`src/rtl/speaker_serializer.sv`:
```
// speaker_serializer: I2S stereo DAC transmitter with clk-derived clocks; define SPEAKER_LJ_EN for left-justified format
module speaker_serializer #(
  parameter int AUDIO_W = 16
) (
  input  logic               clk,
  input  logic               rst_n,
  input  logic [AUDIO_W-1:0] audio_left,
  input  logic [AUDIO_W-1:0] audio_right,
  output logic               audio_mclk,
  output logic               audio_sck,
  output logic               audio_lrck,
  output logic               audio_sdin,
  output logic               frame_strobe
);
`ifdef SPEAKER_LJ_EN
  localparam int SHIFT = 32 - AUDIO_W;
`else
  localparam int SHIFT = 31 - AUDIO_W;
`endif
  logic [8:0]         cnt_q, cnt_d;
  logic [AUDIO_W-1:0] left_q, left_d, right_q, right_d, word;
  logic [31:0]        slots;
  logic               sdin_q, sdin_d;
  // next count, sample capture at frame end, and next serial bit for slot of cnt+1 (left slot 0 bypasses the hold register)
  always_comb begin
    cnt_d   = cnt_q + 9'd1;
    left_d  = &cnt_q ? audio_left : left_q;
    right_d = &cnt_q ? audio_right : right_q;
    word    = cnt_d == '0 ? audio_left : cnt_d[8] ? right_q : left_q;
    slots   = 32'(word) << SHIFT;
    sdin_d  = &cnt_q[2:0] ? slots[~cnt_d[7:3]] : sdin_q;
  end
  // state registers
  always_ff @(posedge clk or negedge rst_n) begin
    if (!rst_n) begin
      cnt_q   <= '0;
      left_q  <= '0;
      right_q <= '0;
      sdin_q  <= 1'b0;
    end else begin
      cnt_q   <= cnt_d;
      left_q  <= left_d;
      right_q <= right_d;
      sdin_q  <= sdin_d;
    end
  end
  assign audio_mclk   = cnt_q[1];
  assign audio_sck    = cnt_q[2];
  assign audio_lrck   = cnt_q[8];
  assign audio_sdin   = sdin_q;
  assign frame_strobe = &cnt_q;
endmodule

```
`config.mk`:
```
export PLATFORM = sky130hd
export DESIGN_NAME = speaker_serializer
export DESIGN_NICKNAME = d
export VERILOG_FILES = /design/src/rtl/speaker_serializer.sv
export SDC_FILE = /design/constraint.sdc
export NUM_CORES = 1
export LEC_CHECK = 0
export ABC_CLOCK_PERIOD_IN_PS = 7540
export BUFFER_PORTS_ARGS = -buffer_cell sky130_fd_sc_hd__buf_2
export CAP_MARGIN = 20
export CELL_PAD_IN_SITES_DETAIL_PLACEMENT = 0
export CELL_PAD_IN_SITES_GLOBAL_PLACEMENT = 1
export CORE_ASPECT_RATIO = 1.4
export CORE_UTILIZATION = 25
export DETAILED_ROUTE_END_ITERATION = 6
export HOLD_SLACK_MARGIN = 0.1
export PLACE_DENSITY = 0.61
export SLEW_MARGIN = 0
export SYNTH_ARGS = -nofsm -noshare
export SYNTH_HDL_FRONTEND = slang
export SYNTH_SLANG_ARGS = --single-unit
```
`constraint.sdc`:
```
create_clock -name clk -period 7.54 [get_ports clk]
set_input_delay 0.377 -clock clk [delete_from_list [all_inputs] [get_ports clk]]
set_output_delay 0.377 -clock clk [all_outputs]
set_load 0.1 [all_outputs]
```
### Word-level counts from Yosys, hierarchy flattened

Cells that the tools add are included.

* output and inout port bits: 5
* word-level logic and storage cells: 14
* flip-flop bits (word level): 42
* input bits: 34

* magnitude comparators: 1
* $add $sub $neg: 1
* mux-type cells: 4
* bitwise operators: 1
* reduce and logical (&&, ||, !) cells: 3

Operators with widths (count)
* 16-bit two-way mux: 2
* 9-bit by 1-bit adder with 9-bit output, second input constant: 1
* 9-bit logical NOT: 1
* 9-bit AND reduction: 1
* 5-bit by 6-bit less-than comparator with 1-bit output, second input constant: 1
* 1-bit binary-select mux with 5-bit select: 1
* 5-bit NOT: 1
* 3-bit AND reduction: 1
* 1-bit two-way mux: 1

### Longest topological paths before layout

* depth after elaboration: 5
* depth in mapped cells: 12
* mapped depth without buffers: 11

### Worst setup path before layout

No wires, ideal clock.

* path kind: reg-to-reg
* from: register cnt_q[1]
* to: register left_q[0]
* slack: 3802 ps
* path buffers: 2
* arrival time: 3613 ps
* setup time: 125 ps
* cell stages (with the launch flop): 9
* path through: dfrtp_1 ha_1 and3_1 and3_1 and3_1 ha_1 clkbuf_1 buf_1 mux2_2

* cells in the longest elaborated chain, start to end: 1

RTL lines
* start: declaration: line 20 `logic [8:0] cnt_q, cnt_d;`
* start signal: assignment: line 41 `cnt_q <= cnt_d;`
* 9-bit AND reduction
* named net frame_strobe: line 13 `output logic frame_strobe`
* end signal: assignment: line 42 `left_q <= left_d;`
* end: declaration: line 21 `logic [AUDIO_W-1:0] left_q, left_d, right_q, right_d, word;`

The timed path passes the listed nets, and every way through them passes these cells.
A chain may end at the register's enable or synchronous reset.

### Final worst setup path

* from: register cnt_q[1]
* to: register sdin_q (netlist: audio_sdin)

* cells in the longest elaborated chain, start to end: 5
* elaborated cells between the ends (all ways): 8
* classes of those cells: add/sub (1); mux (4); bitwise (1); reduce/logical (2)

RTL lines
* 9-bit by 1-bit adder with 9-bit output (*): line 26 `cnt_d = cnt_q + 9'd1;`
* named net cnt_d[8]: line 20
* 9-bit logical NOT / 16-bit two-way mux (equally long branches): line 29 `word = cnt_d == '0 ? audio_left : cnt_d[8] ? right_q : left_q;`
* 16-bit two-way mux (*): line 29
* 1-bit binary-select mux with 5-bit select (*): line 31 `sdin_d = &cnt_q[2:0] ? slots[~cnt_d[7:3]] : sdin_q;`
* 1-bit two-way mux (not written as such) (*): line 31
* end signal: assignment: line 44 `sdin_q <= sdin_d;`
* end: declaration: line 23 `logic sdin_q, sdin_d;`

Mark *: on every way through the listed nets, which the timed path passes. The rest lies on a longest branch. The select of a mux whose other input is x is not followed.

==> results.md <==
* Final Critical Period at around 3.3 ns
* IO Count at 39
* Clk pwr share at between 30 and 40%
* FF+latch count, synth at 42
* Mean post-synth cell area at 12.8 um2
* FF+latch area at between 1000 and 1500 um2
* Switching Share at a little over a fifth
* CTS hold repair buffers at 0
* Worst Path Arrival at 3.53 ns
* Worst hold path type: in -> async
* CP required at 7.72 ns
* Vias in the first global route at 1395
* Primary FF master, synth: dfrtp_1
* Slew margin rel. at between 30% and 40%
* Final period util at 44.4%
* Worst path max stage delay at 0.58 ns
* Layout Skew at 0.00655 ns
* Synth unique cells at 37
* Final count of hold timing violations at 0
* Die ar. at roughly 8600 um2
* Routed wire length per instance at around 14 um
* Root Buffer: clkbuf_8
* Critical-path cell list: ha_1 > and3_1 > and3_1 > and3_1 > ha_1 > nor2_1 > nand3_1 > o31a_1 > a2111oi_2 > o211a_1 > o31ai_1
* Final setup vio count at 0
* First-pass GRT wire length at 6.73 mm
* Post-CTS setup buffers at 0
* Combinational Power Share at under 10%
* Top-count cell post-synth: dfrtp_1
* Hold Slack at ~0.22 ns
* Critical-path cell with the highest stage delay: ha_1
* Total GRT Usage at between 10 and 15%
* Clock Latency Late Sink at around 0.29 ns
* Total power at approximately 0.00039 W
* Crit end category: flop
* Max Cap Viol at 0
* Area of the multi-input gates at between 900 and 1000 um2
* Peak supply drop at slightly above 0.00009 V
* Post-synth top area share at slightly above 50%
* Sequential share of power at between 50% and 60%
* Synthesized instance count at between 150 and 200
* Setup repair after global routing missed its margin: no
* Final WS setup at around 4.2 ns
* Internal Power at about 0.0003 W
* CP most frequent cell: and3_1
* Worst setup path class: reg -> reg
* Max Root-Sink Buffers at 2
* Post-Syn Nets at roughly 200
* Fillers at ~850
* Pleak at about 1.2 nW
* Vias per cell at roughly 4.6
* Power Density at about 160 nW/um2
* Ys Warns at 0
* Synth Cell Area at 2070 um2
* Number of buffers created by CTS at 5
* Critical path fanouts, max at 20
* Initial drt markers at 75
* Clock slew at reported path FFs at 0.08 ns
* Reg2Reg Depth at 11
* Pre-CTS WS at approximately 4.2 ns
* Area Overhead vs Synth at 18.3%
* Post-synth top cells: dfrtp_1 (42), mux2_2 (37), mux2i_1 (6)
* Detail Placement HPWL at 3.11 mm
* Core Box Area at roughly 7900 um2
* FP Rows at 38
* Element type at the critical path start: flop
* Reg2reg setup slack at 4.19 ns
* NetSw at 0.0000845 W
* TritonCTS Sinks at 42
* WL final at 4.13 mm
* Detailed-route via count at ~1400
* H-tree depth at 2
* Timing-limited maximum frequency at roughly 300 MHz
* EDFF count, synth at 0
* Synth area leader: dfrtp_1
* Async SR Flop Fraction at 100%
* FF-to-FF End: audio_sdin$_DFFE_PN0P_
* DRT Pass-1 Iters at 4
* Residual DRC at 0
* Antenna-violating nets left at 0
* Routability cong. at 0.785
* Post_cts resized at 0
* Share of cells above drive strength 1 at 45.8%
* Outcome: complete, no violations
* Diode count at 0
* PortBufs at 38
* Total Neg Setup Slack at 0 ns
* Gr ovfl total at 0
* Seq/Total Area, Yosys at 50.9%
* Nets at about 240
* Die height at about 110 um
* Starting Density at a little over a quarter
* Initial antenna violation count at 0
* Largest net degree at the start of global routing at 43
* TritonCTS clock tree: done
* Die Width at between 70 and 80 um
* Slew Limit Fails at 0
* Worst slew pin tran at ~0.95 ns
* Launching point of the worst reg2reg path: cnt_q[1]$_DFF_PN0_
* Top cells by area, synth: dfrtp_1 (51%), mux2_2 (20%), mux2i_1 (2.9%)
-- layout by cell type, fill, tap and decap left out, types with 2 or more instances in the layout --
master,count
dfrtp_1,42
buf_2,38
mux2_2,37
mux2i_1,6
clkbuf_8,6
nand3_1,5
nor2_1,5
and3_1,4
inv_1,4
nor4_1,4
o31ai_1,4
nand2_1,4
xnor2_1,3
xor2_1,3
o311a_1,3
nor2b_1,3
ha_1,3
inv_2,2
nand4_1,2
o31a_1,2
o21ai_0,2
a211oi_1,2
o211ai_1,2
-- routing by layer --
metal / vias to the layer above / part of all wire, % / global-route usage (%)
met5: - / 0 / 0
met4: 0 / 1.8 / 4.68
met3: 7 / 2.8 / 1.83
met2: 26 / 51 / 17.6
met1: 675 / 44 / 12.4
li1: 676 / - / -
-- critical path, delay by kind of cell, from the launching register on --
| family | cells | cell delay [ns] |
|---|---|---|
| compound gates | 4 | 0.91 |
| fa+ha+maj | 2 | 0.85 |
| flops | 1 | 0.43 |
| simple gates | 5 | 1.05 |
-- power by group through the flow --
stage	Combinational, W	Clock (W)	Sequential (W)
6_report	0.0000132	0.000151	0.000225
5_1_grt	0.0000152	0.000164	0.000225
4_1_cts	0.0000139	0.000156	0.000225
3_5_place_dp	0.0000138	0	0.000230
3_3_place_gp	0.0000137	0	0.000230
2_1_floorplan	0.000000354	0	0.000230
-- metrics by stage --
stage               instances  area (um2)  util, %
floorplan                 162        2070        -
global placement          293        2350     29.8
detailed placement        293        2350     29.8
CTS                       301        2440     31.0
global route              301        2440     31.0
finish                    301        2440     31.0
-- registers in the layout (all words and copies together), names as in the netlist --
register,count
audio_sdin,1
cnt_q,9
left_q,16
right_q,16
-- worst max-delay path by stage --
stage,from,to,slack [ns],depth (start not counted)
after floorplan,cnt_q[1]$_DFF_PN0_,left_q[0]$_DFFE_PN0P_,3.80,8
after global placement,cnt_q[1]$_DFF_PN0_,audio_sdin$_DFFE_PN0P_,4.22,11
after detailed placement,cnt_q[1]$_DFF_PN0_,audio_sdin$_DFFE_PN0P_,4.17,11
after CTS,cnt_q[1]$_DFF_PN0_,audio_sdin$_DFFE_PN0P_,4.14,10
after global routing,cnt_q[1]$_DFF_PN0_,audio_sdin$_DFFE_PN0P_,3.94,11
final,cnt_q[1]$_DFF_PN0_,audio_sdin$_DFFE_PN0P_,4.19,11
-- area by class of cell --
class | instances | area share (%)
clock inverters | 2 | 0.512
repair buffers | 39 | 8.09
inverters | 6 | 0.922
flip-flops and latches | 42 | 43.0
clock buffers | 6 | 3.38
well taps | 100 | 5.12
multi-input cells | 106 | 39.0
-- cell families after synthesis --
family | synth area share [%]
mux | 24.2
fa+ha+maj | 1.82
simple gates | 8.18
xor+xnor | 3.33
flops | 50.9
buf+inv | 3.03
compound gates | 8.60
(Power assumes the default switching activity.)
